==> src/rtl/board_io_ctrl.sv <==
`default_nettype none
// ============================================================================
// Module      : board_io_ctrl
// Description : Board-level I/O front end. Synchronises and debounces raw
//               push-buttons and slide-switches, produces press/release and
//               switch-change pulses, and drives LEDs in direct, blink,
//               heartbeat or walking-one mode from a free-running prescaler.
// Revision    : 1.0 - initial release
// ============================================================================
module board_io_ctrl #(
    parameter int NUM_BTN         = 5,
    parameter int NUM_SW          = 8,
    parameter int NUM_LED         = 8,
    parameter int DEBOUNCE_CYCLES = 250000,
    parameter int BLINK_LOG2      = 24,
    parameter int SYNC_STAGES     = 2
) (
    input  logic               clk,
    input  logic               rstn,
    input  logic [NUM_BTN-1:0] btn_in,
    input  logic [NUM_SW-1:0]  sw_in,
    output logic [NUM_BTN-1:0] btn_level,
    output logic [NUM_BTN-1:0] btn_press,
    output logic [NUM_BTN-1:0] btn_release,
    output logic [NUM_SW-1:0]  sw_level,
    output logic               sw_change,
    input  logic [NUM_LED-1:0] led_value,
    input  logic [1:0]         led_mode,
    output logic [NUM_LED-1:0] led_out
);

    // Buttons and switches share one debounce datapath: buttons occupy the
    // low bits, switches the high bits.
    localparam int                  c_NUM_IN    = NUM_BTN + NUM_SW;
    localparam int                  c_CNT_W     = $clog2(DEBOUNCE_CYCLES + 1);
    localparam int                  c_WALK_W    = $clog2(NUM_LED);
    // The counter is compared one short of the threshold so that the level
    // updates on the same edge at which the count would reach it.
    localparam logic [c_CNT_W-1:0]  c_CNT_LAST  = c_CNT_W'(DEBOUNCE_CYCLES - 1);
    localparam logic [c_WALK_W-1:0] c_WALK_LAST = c_WALK_W'(NUM_LED - 1);
    localparam logic [NUM_LED-1:0]  c_LED_ONE   = NUM_LED'(1);

    logic [c_NUM_IN-1:0]                  w_raw;
    logic [SYNC_STAGES-1:0][c_NUM_IN-1:0] r_sync;
    logic [c_NUM_IN-1:0]                  w_sync;
    logic [c_NUM_IN-1:0]                  r_level;
    logic [c_NUM_IN-1:0]                  w_level_nxt;
    logic [NUM_BTN-1:0]                   r_btn_press;
    logic [NUM_BTN-1:0]                   r_btn_release;
    logic                                 r_sw_change;
    logic [BLINK_LOG2-1:0]                r_presc;
    logic                                 w_wrap;
    logic                                 r_blink;
    logic [c_WALK_W-1:0]                  r_walk;
    logic [NUM_LED-1:0]                   w_led_nxt;
    logic [NUM_LED-1:0]                   r_led;

    assign w_raw  = {sw_in, btn_in};
    assign w_sync = r_sync[SYNC_STAGES-1];

    // Synchroniser chain: every raw input crosses SYNC_STAGES flops first.
    always_ff @(posedge clk or negedge rstn) begin
        if (!rstn) begin
            r_sync <= '0;
        end else begin
            r_sync[0] <= w_raw;
            for (int s = 1; s < SYNC_STAGES; s++) begin
                r_sync[s] <= r_sync[s-1];
            end
        end
    end

    // Per-bit stability counter; a bit flips only after a full run of
    // consecutive differing synchronised samples.
    for (genvar i = 0; i < c_NUM_IN; i++) begin : g_debounce
        logic [c_CNT_W-1:0] r_cnt;
        logic               w_diff;
        logic               w_hit;

        assign w_diff         = w_sync[i] != r_level[i];
        assign w_hit          = w_diff && (r_cnt == c_CNT_LAST);
        assign w_level_nxt[i] = w_hit ? w_sync[i] : r_level[i];

        // Count while the input disagrees, clear on agreement or acceptance.
        always_ff @(posedge clk or negedge rstn) begin
            if (!rstn) begin
                r_cnt <= '0;
            end else if (!w_diff || w_hit) begin
                r_cnt <= '0;
            end else begin
                r_cnt <= r_cnt + 1'b1;
            end
        end
    end

    // Debounced levels and the edge pulses, all aligned to the level change.
    always_ff @(posedge clk or negedge rstn) begin
        if (!rstn) begin
            r_level       <= '0;
            r_btn_press   <= '0;
            r_btn_release <= '0;
            r_sw_change   <= 1'b0;
        end else begin
            r_level       <= w_level_nxt;
            r_btn_press   <= w_level_nxt[NUM_BTN-1:0] & ~r_level[NUM_BTN-1:0];
            r_btn_release <= ~w_level_nxt[NUM_BTN-1:0] & r_level[NUM_BTN-1:0];
            r_sw_change   <= |(w_level_nxt[c_NUM_IN-1:NUM_BTN] ^ r_level[c_NUM_IN-1:NUM_BTN]);
        end
    end

    assign w_wrap = &r_presc;

    // Free-running prescaler, blink toggle and walk index; independent of mode.
    always_ff @(posedge clk or negedge rstn) begin
        if (!rstn) begin
            r_presc <= '0;
            r_blink <= 1'b0;
            r_walk  <= '0;
        end else begin
            r_presc <= r_presc + 1'b1;
            if (w_wrap) begin
                r_blink <= ~r_blink;
                // Advance only on the rising toggle of blink.
                if (!r_blink) begin
                    r_walk <= (r_walk == c_WALK_LAST) ? '0 : r_walk + 1'b1;
                end
            end
        end
    end

    // LED pattern selection from the current mode.
    always_comb begin
        w_led_nxt = '0;
        case (led_mode)
            2'd0:    w_led_nxt = led_value;
            2'd1:    w_led_nxt = led_value & {NUM_LED{r_blink}};
            2'd2:    w_led_nxt = {led_value[NUM_LED-1:1], r_blink};
            default: w_led_nxt = c_LED_ONE << r_walk;
        endcase
    end

    // Registered LED drive.
    always_ff @(posedge clk or negedge rstn) begin
        if (!rstn) begin
            r_led <= '0;
        end else begin
            r_led <= w_led_nxt;
        end
    end

    assign btn_level   = r_level[NUM_BTN-1:0];
    assign sw_level    = r_level[c_NUM_IN-1:NUM_BTN];
    assign btn_press   = r_btn_press;
    assign btn_release = r_btn_release;
    assign sw_change   = r_sw_change;
    assign led_out     = r_led;

endmodule
`default_nettype wire

==> config.mk <==
export PLATFORM = sky130hd
export DESIGN_NAME = board_io_ctrl
export DESIGN_NICKNAME = d
export VERILOG_FILES = /design/src/rtl/board_io_ctrl.sv
export SDC_FILE = /design/constraint.sdc
export NUM_CORES = 1
export LEC_CHECK = 0
export ABC_AREA = 1
export CORE_ASPECT_RATIO = 0.8
export CORE_UTILIZATION = 40
export DETAILED_ROUTE_END_ITERATION = 16
export PLACE_DENSITY = 0.65
export SLEW_MARGIN = 20
export SYNTH_ARGS = -nofsm -noshare
export SYNTH_HDL_FRONTEND = slang
export SYNTH_SLANG_ARGS = --single-unit
==> constraint.sdc <==
create_clock -name clk -period 2.94 [get_ports clk]
set_clock_uncertainty 0.2 [all_clocks]
set_input_delay 0.882 -clock clk [delete_from_list [all_inputs] [get_ports clk]]
set_output_delay 0.882 -clock clk [all_outputs]
set_load 0.05 [all_outputs]
* Word level (Yosys, flattened, before mapping)
Index checks and enable logic that the tools add are counted.
** Cells by class
- Bitwise logic cells :: 7
- Reduce and logical (&&, ||, !) cells :: 43
- Equal/unequal tests :: 29
- Muxes and demuxes :: 28
- Add/sub/neg operators :: 15
- Shifts and indexed selects :: 1
** Operator list (number)
- adder 18 x 1 -> 18 bit, second input constant :: 13
- == test 18 bit, second input constant :: 13
- two-way mux 18 bit :: 13
- AND reduction 25 bit :: 1
- adder 24 x 1 -> 24 bit, second input constant :: 1
- one-hot mux 8 bit (3 select lines) :: 1
- AND reduction 24 bit :: 1
- logical AND 1 bit :: 13
- logical NOT 1 bit :: 13
- logical OR 1 bit :: 13
- two-way mux 1 bit :: 13
- inequality test 1 bit :: 13
- AND 5 bit :: 2
- NOT 5 bit :: 2
- AND 8 bit :: 1
- OR reduction 8 bit :: 1
- << shifter 1 x 3 -> 8 bit, first input constant :: 1
- XOR 8 bit :: 1
- adder 3 x 1 -> 3 bit, second input constant :: 1
- == test 3 bit, second input constant :: 1
- two-way mux 3 bit :: 1
- == test 2 x 1 -> 1 bit, second input constant :: 1
- == test 2 bit, second input constant :: 1
- logical NOT 2 bit :: 1
- NOT 1 bit :: 1
** Word-level totals
- Register bits after elaboration :: 320
- Word-level logic and storage cells :: 146
- Input port bits :: 25
- Output and inout port bits :: 32

* Longest topological paths before layout
Gate-level depths: netlist (run 1).
- Depth after elaboration :: 5
- Depth in mapped cells :: 9
- Gate-level depth less buffers :: 9

* Least setup slack after synthesis (run 1)
Ideal clock, no wire load.
- Path kind :: reg-to-output
- From :: register r_level[12]
- To :: output sw_level[7]
- Slack :: 1.231 ns
- Arrival time :: 0.627 ns
- Stages on the path, launching flop included :: 1
- Required time :: 1.858 ns
- Buffers on the path :: 0
- Path through :: dfrtp_1
** RTL lines
- from (decl) :: line 46 : logic [c_NUM_IN-1:0] r_level;
- from (signal assigned) :: line 104 : r_level <= w_level_nxt;
- to (decl) :: line 25 : output logic [NUM_SW-1:0] sw_level,
No word-level cell between the ends.

* Worst setup path in the final report (run 1)
- From :: register r_level[3]
- To :: output btn_level[3]
** RTL lines
- to (decl) :: line 22 : output logic [NUM_BTN-1:0] btn_level,
No word-level cell between the ends.

==> run_results.csv, run 1 <==
group,metric,value,unit
yosys,ys_top_cells_by_count,"nor2_1 (424), dfrtp_1 (320), nand2_1 (307)",
grt,antenna_found_initial,0,
sta,finalMaxSlewViolations,0,
clocking,clock_sinks,320,
worst_setup_path,slowest_stage,"clkdlybuf4s50_1",
worst_setup_path,crit_chain,"clkdlybuf4s50_1",
power_and_ir_drop,power,9.29,mW
sta,finalCriticalPeriod,2.81,ns
sta,finalCritPeriodShare,95.7,%
floorplanning,start_util,40.7,%
clocking,worstSkewPairLatency,0.53,ns
clocking,cts_max_level,2,
clocking,cts_buffers,37,
worst_setup_path,cpLargestDelayFamily,"buffers and inverters",
worst_setup_path,arrival,1.73,ns
sta,setup_viol,0,
yosys,ys_async_sr_fraction,100,%
yosys,syn-mean-instance-area,8.26,um^2
worst_setup_path,critPathKind,"reg2out",
outcome,status,"finished, final reports clean",
yosys,synth_cell_type_count,33,
drt,drtAntennaViolNets,0,
drt,avgViaCountPerCell,4.75,
place,portBuffers,56,
sta,slew_headroom,55.8,%
worst_setup_path,timing.critical_path.buf_inv,1,
place,dp_hpwl,22000,um
worst_setup_path,ff2ff_setup_slack,1.11,ns
cells_and_area,final_nets,2089,
clocking,post_cts_buffers,0,
yosys,syn-num-nets,1998,
cells_and_area,diodes,0,
power_and_ir_drop,powerDensity,502,mW/mm^2
yosys,yosysMostFrequentCell,"nor2_1",
run,maxCapViolations,0,
drt,routed_wl,30900,um
drt,vias,12366,
yosys,yosysTopAreaCellShare,49.7,%
clocking,cts_root_buf,"clkbuf_16",
grt,grt_pass1_wl,55700,um
cells_and_area,multiInputGateArea,0.00707,mm^2
power_and_ir_drop,vdd_drop_max,0.349,mV
sta,final.setup.tns,0,ns
power_and_ir_drop,cellLeakagePower,7.91,nW
yosys,synthTopCellsByArea,"dfrtp_1 (50%), nor2_1 (9.9%), nand2_1 (7.1%)",
floorplanning,rows,65,
worst_setup_path,worst_path_largest_cell_delay,0.82,ns
clocking,cts.repair.resized,0,
yosys,yosys_warnings,0,
place,place_congestion,0.883,
yosys,seq_area_frac_synth,49.7,%
worst_setup_path,crit_required,1.86,ns
grt,grt_pass1_vias,12169,
floorplanning,die_width,226,um
clocking,ctsHoldBuffers,0,
yosys,netlist_area,0.0161,mm^2
cells_and_area,final_util,46.8,%
grt,track_usage,16.0,%
cells_and_area,seq_area,0.00801,mm^2
worst_setup_path,cp_max_fo,3,
grt,grt_max_degree,73,
cells_and_area,drive_gt1_share,8.33,%
grt,grt_overflow,0,
sta,rsz0062_at_grt,"no",
floorplanning,fp.dieH,182,um
yosys,synth-edff-count,0,
sta,tightestPinTransition,0.661,ns
clocking,clockBufferDepth,3,
sta,hold_viol,0,
clocking,cts_tree,"yes",
sta,fmax,356,MHz
drt,drtPass1Iterations,5,
drt,drt_iter0_drc,728,
yosys,synthCells,1953,
drt,wl_per_cell,11.9,um
cells_and_area,syn2layout_area_growth,14.8,%
floorplanning,coreArea,0.0396,mm^2
floorplanning,io_pins,57,
yosys,synth-seq-cells,320,
worst_setup_path,cp-start-kind,"flop",
floorplanning,dieArea,0.0411,mm^2
worst_setup_path,end_kind,"output port",
cells_and_area,nFillCells,3784,
drt,drc,0,
yosys,yosys.area.top_type,"dfrtp_1",
clocking,clk_pin_slew,0.06,ns
hold_path,hp-class,"in2async",
yosys,synth_ff_type,"dfrtp_1",
[through the flow]
step | worst slack, ns | cell area, um^2 | hold WS, ns | std cells
finish | 0.128 | 18500 | 0.0561 | 2601
global route | 0.0519 | 18500 | 0.0718 | 2601
floorplan | 1.23 | 16100 | 0.131 | 1953
CTS | 0.102 | 18500 | 0.0526 | 2601
global placement | 0.654 | 17300 | 0.131 | 2541
detailed placement | 0.658 | 17300 | 0.135 | 2541
[cells by family after synthesis]
logic type	Yosys count	share of synthesized area, %
and+or+nand+nor	1178	33.8
DFF	320	49.7
buffers and inverters	257	6.52
xor gates and xnor gates	115	6.25
AOI/OAI and AO/OA	63	2.23
adders and majority gates	20	1.55
[path summary, 6_finish.rpt]
path / from / endpoint / cells after the start
min reg2reg: r_sync[12] / w_sync[12] / 0
max: r_level[3] / btn_level[3] / 1
min in group clk: r_sync[12] / w_sync[12] / 0
min: rstn / g_debounce[8].r_cnt[4] / 1
max reg2reg: g_debounce[11].r_cnt[0] / g_debounce[11].r_cnt[2] / 8
max in group asynchronous: rstn / g_debounce[10].r_cnt[10] / 2
[flip-flops by register name, summed over array words and instances, names as in the netlist]
signal and cells:
g_debounce.r_cnt 234, r_presc 24, r_level 13, r_sync 13, w_sync 13, led_out 8
btn_press 5, btn_release 5, r_walk 3, r_blink 1, sw_change 1
[placed cells by master (no fill, tap or decap), drive strengths merged, types with 6 or more instances in the layout]
cell	instances
clkbuf	54
nand2	336
a31oi	8
nand3	130
xnor2	23
dfrtp	320
inv	245
xor2	92
clkdlybuf4s50	55
a32o	6
buf	10
nand3b	10
nor2	465
o21ai	16
nor3b	10
nand4	40
nor3	181
ha	20
a21oi	32
[layer usage]
metal / wire length (um) / vias to the layer above / share of wire [%] / track usage (%)
met1: 15700 / 5729 / 51 / 22.8
met4: 792 / 0 / 2.6 / 5.41
met3: 1170 / 49 / 3.8 / 2.59
met2: 13300 / 175 / 43 / 24.6
met5: 0 / - / 0 / 0
li1: - / 6413 / - / -
[power by group]
group          leakage, nW  internal (mW)  switching, mW
registers             4.35           4.47         0.0466
logic                 2.98          0.103          0.217
clock network        0.577           2.69           1.76
total                 7.91           7.27           2.02
[area by class of cell]
| cell class | instances | area share (%) |
|---|---|---|
| clock inverters | 6 | 0.331 |
| clock buffers | 54 | 6.01 |
| inverters | 244 | 4.95 |
| multi-input cells | 1376 | 38.2 |
| well taps | 536 | 3.62 |
| flip-flops and latches | 320 | 43.2 |
| repair buffers | 65 | 3.69 |
Power figures use the tool's default switching activity.
==> run 2: changes to the inputs <==
Settings changed: CTS_BUF_LIST set to sky130_fd_sc_hd__clkbuf_4, RECOVER_POWER set to 25, SLEW_MARGIN 20 to 15.
==> run_results.csv, run 2 (synthesis results as in run 1) <==
group,metric,value,unit
power_and_ir_drop,vdd_drop_max,0.278,mV
floorplanning,coreArea,0.0396,mm^2
floorplanning,io_pins,57,
cells_and_area,final_area,0.0183,mm^2
floorplanning,start_util,40.7,%
clocking,cts_max_level,3,
worst_setup_path,cp_num_cells,1,
sta,tightestPinTransition,1.39,ns
sta,hold_viol,0,
floorplanning,fp.dieH,182,um
power_and_ir_drop,sequentialPowerShare,52.3,%
cells_and_area,largest-register,"g_debounce.r_cnt",
floorplanning,dieArea,0.0411,mm^2
worst_setup_path,end_kind,"output port",
cells_and_area,multiInputGateArea,0.00705,mm^2
place,placed_area,0.0173,mm^2
clocking,cts_buffers,86,
drt,avgViaCountPerCell,4.70,
floorplanning,rows,65,
power_and_ir_drop,sw_frac_of_total,23.9,%
sta,fin_hold_ws,0.144,ns
clocking,clock_sinks,320,
worst_setup_path,cp-endpoint,"btn_level[3]",
cells_and_area,final_nets,2139,
drt,wl_per_cell,11.6,um
cells_and_area,top_regs,"g_debounce.r_cnt x234, r_presc x24",
sta,final.setup.tns,0,ns
outcome,status,"finished, final reports clean",
sta,slew_headroom,7.25,%
power_and_ir_drop,p_comb_share,3.6,%
cells_and_area,nFillCells,3891,
place,place_congestion,0.883,
sta,fmax,365,MHz
worst_setup_path,critPathKind,"reg2out",
worst_setup_path,slowest_stage,"dlygate4sd2_1",
worst_setup_path,setup.worst_path.start,"r_level[3]",
place,portBuffers,56,
grt,antenna_found_initial,1,
worst_setup_path,cpLargestDelayFamily,"buffers and inverters",
worst_setup_path,ff2ff_setup_slack,1.06,ns
worst_setup_path,reg2reg_from,"r_presc[2]",
worst_setup_path,rr_endpoint,"r_presc[19]",
clocking,cts_tree,"yes",
clocking,post_cts_buffers,0,
clocking,clockBufferDepth,3,
run,maxCapViolations,0,
power_and_ir_drop,p_switching,2.07,mW
worst_setup_path,worst_path_largest_cell_delay,0.54,ns
cells_and_area,syn2layout_area_growth,13.6,%
cells_and_area,layout_commonest_cell,"nor2_1",
sta,finalCritPeriodShare,93.3,%
cells_and_area,seq_area,0.00801,mm^2
drt,drc,0,
grt,track_usage,16.3,%
worst_setup_path,crit_required,1.86,ns
drt,vias,12656,
worst_setup_path,timing.critical_path.buf_inv,1,
worst_setup_path,crit_chain,"dlygate4sd2_1",
clocking,worstSkewPairLatency,0.75,ns
worst_setup_path,arrival,1.66,ns
grt,grt_overflow,0,
worst_setup_path,cp_max_fo,3,
grt,grt_pass1_wl,56600,um
grt,grt_pass1_vias,12578,
clocking,cts_root_buf,"clkbuf_4",
power_and_ir_drop,powerDensity,471,mW/mm^2
cells_and_area,drive_gt1_share,11.3,%
place,dp_hpwl,22000,um
drt,routed_wl,31300,um
drt,drt_iter0_drc,791,
floorplanning,die_width,226,um
power_and_ir_drop,cellLeakagePower,8.09,nW
worst_setup_path,cp-start-kind,"flop",
sta,setup_viol,0,
cells_and_area,final_cell_mix,"nor2_1 (425), dfrtp_1 (320), nand2_1 (308)",
drt,drtAntennaViolNets,0,
sta,finalMaxSlewViolations,0,
power_and_ir_drop,power.share.clock,44.1,%
worst_setup_path,r2r_cells,7,
grt,grt_max_degree,73,
cells_and_area,largest_reg_flops,234,
sta,rsz0062_at_grt,"no",
power_and_ir_drop,p_int,6.57,mW
hold_path,hp-class,"reg2reg",
sta,finalCriticalPeriod,2.74,ns
drt,drtPass1Iterations,5,
clocking,clk_pin_slew,0.06,ns
run 2: cell count changes in the layout (fill, tap and decap cells not counted), moves of 4 or more:
cell	change
buf_4	-4
clkbuf_16	-39
clkbuf_4	+124
clkbuf_8	-8
clkdlybuf4s50_1	-45
clkinv_1	+13
dlygate4sd2_1	+32
dlygate4sd3_1	+14
run 2: routing by layer:
| layer | wire length, um | up-vias | part of all wire (%) | global-route usage, % |
|---|---|---|---|---|
| met3 | 1450 | 65 | 4.6 | 4.32 |
| met2 | 13300 | 233 | 42 | 24.4 |
| li1 | - | 6570 | - | - |
| met4 | 806 | 0 | 2.6 | 6.19 |
| met5 | 0 | - | 0 | 0 |
| met1 | 15800 | 5788 | 50 | 22.5 |
run 2: worst min path at each step:
stage,startpoint,endpoint,slack [ns],depth (start not counted)
global placement,r_sync[7],w_sync[7],0.13,0
floorplan,r_sync[0],w_sync[0],0.13,0
finish,r_sync[6],w_sync[6],0.14,0
global route,r_sync[12],w_sync[12],0.15,0
detailed placement,r_sync[12],w_sync[12],0.13,0
CTS,r_sync[12],w_sync[12],0.15,0
run 2: final cells by class:
class                      count  share of cell area (%)
sequential                   320                    43.7
multi-input combinational   1376                    38.5
clock buffer                 124                    5.08
inverter                     244                    5.00
tap                          536                    3.66
timing repair buffer          66                    3.43
clock inverter                21                   0.608
antenna                        3                  0.0410
run 2: timing repair:
action,4_1_cts,5_1_grt
hold endpoints to repair,39,0
endpoints found under the setup margin,32,0
resized for setup,32,0
hold buffers,1,0
run 2: power groups by stage:
| stage | clock [mW] | combinational, mW | sequential [mW] |
|---|---|---|---|
| floorplan | 0 | 0.140 | 4.61 |
| global placement | 0 | 0.327 | 4.60 |
| detailed placement | 0 | 0.333 | 4.60 |
| CTS | 4.04 | 0.332 | 4.52 |
| global route | 4.29 | 0.363 | 4.52 |
| finish | 3.81 | 0.311 | 4.52 |
run 2: per-stage QoR:
stage	setup slack, ns	power, mW	utilization (%)	cells
finish	0.198	8.64	46.3	2690
global route	0.0604	9.17	46.3	2688
CTS	0.0958	8.88	46.3	2687
detailed placement	0.658	4.93	43.8	2541
global placement	0.654	4.92	43.8	2541
floorplan	1.23	4.75	-	1953
==> run 3: changes to the inputs <==
Settings changed: SLEW_MARGIN 15 to 20.
==> results of run 3 <==
No change in the layout: final DEF, timing and power equal those of run 2.
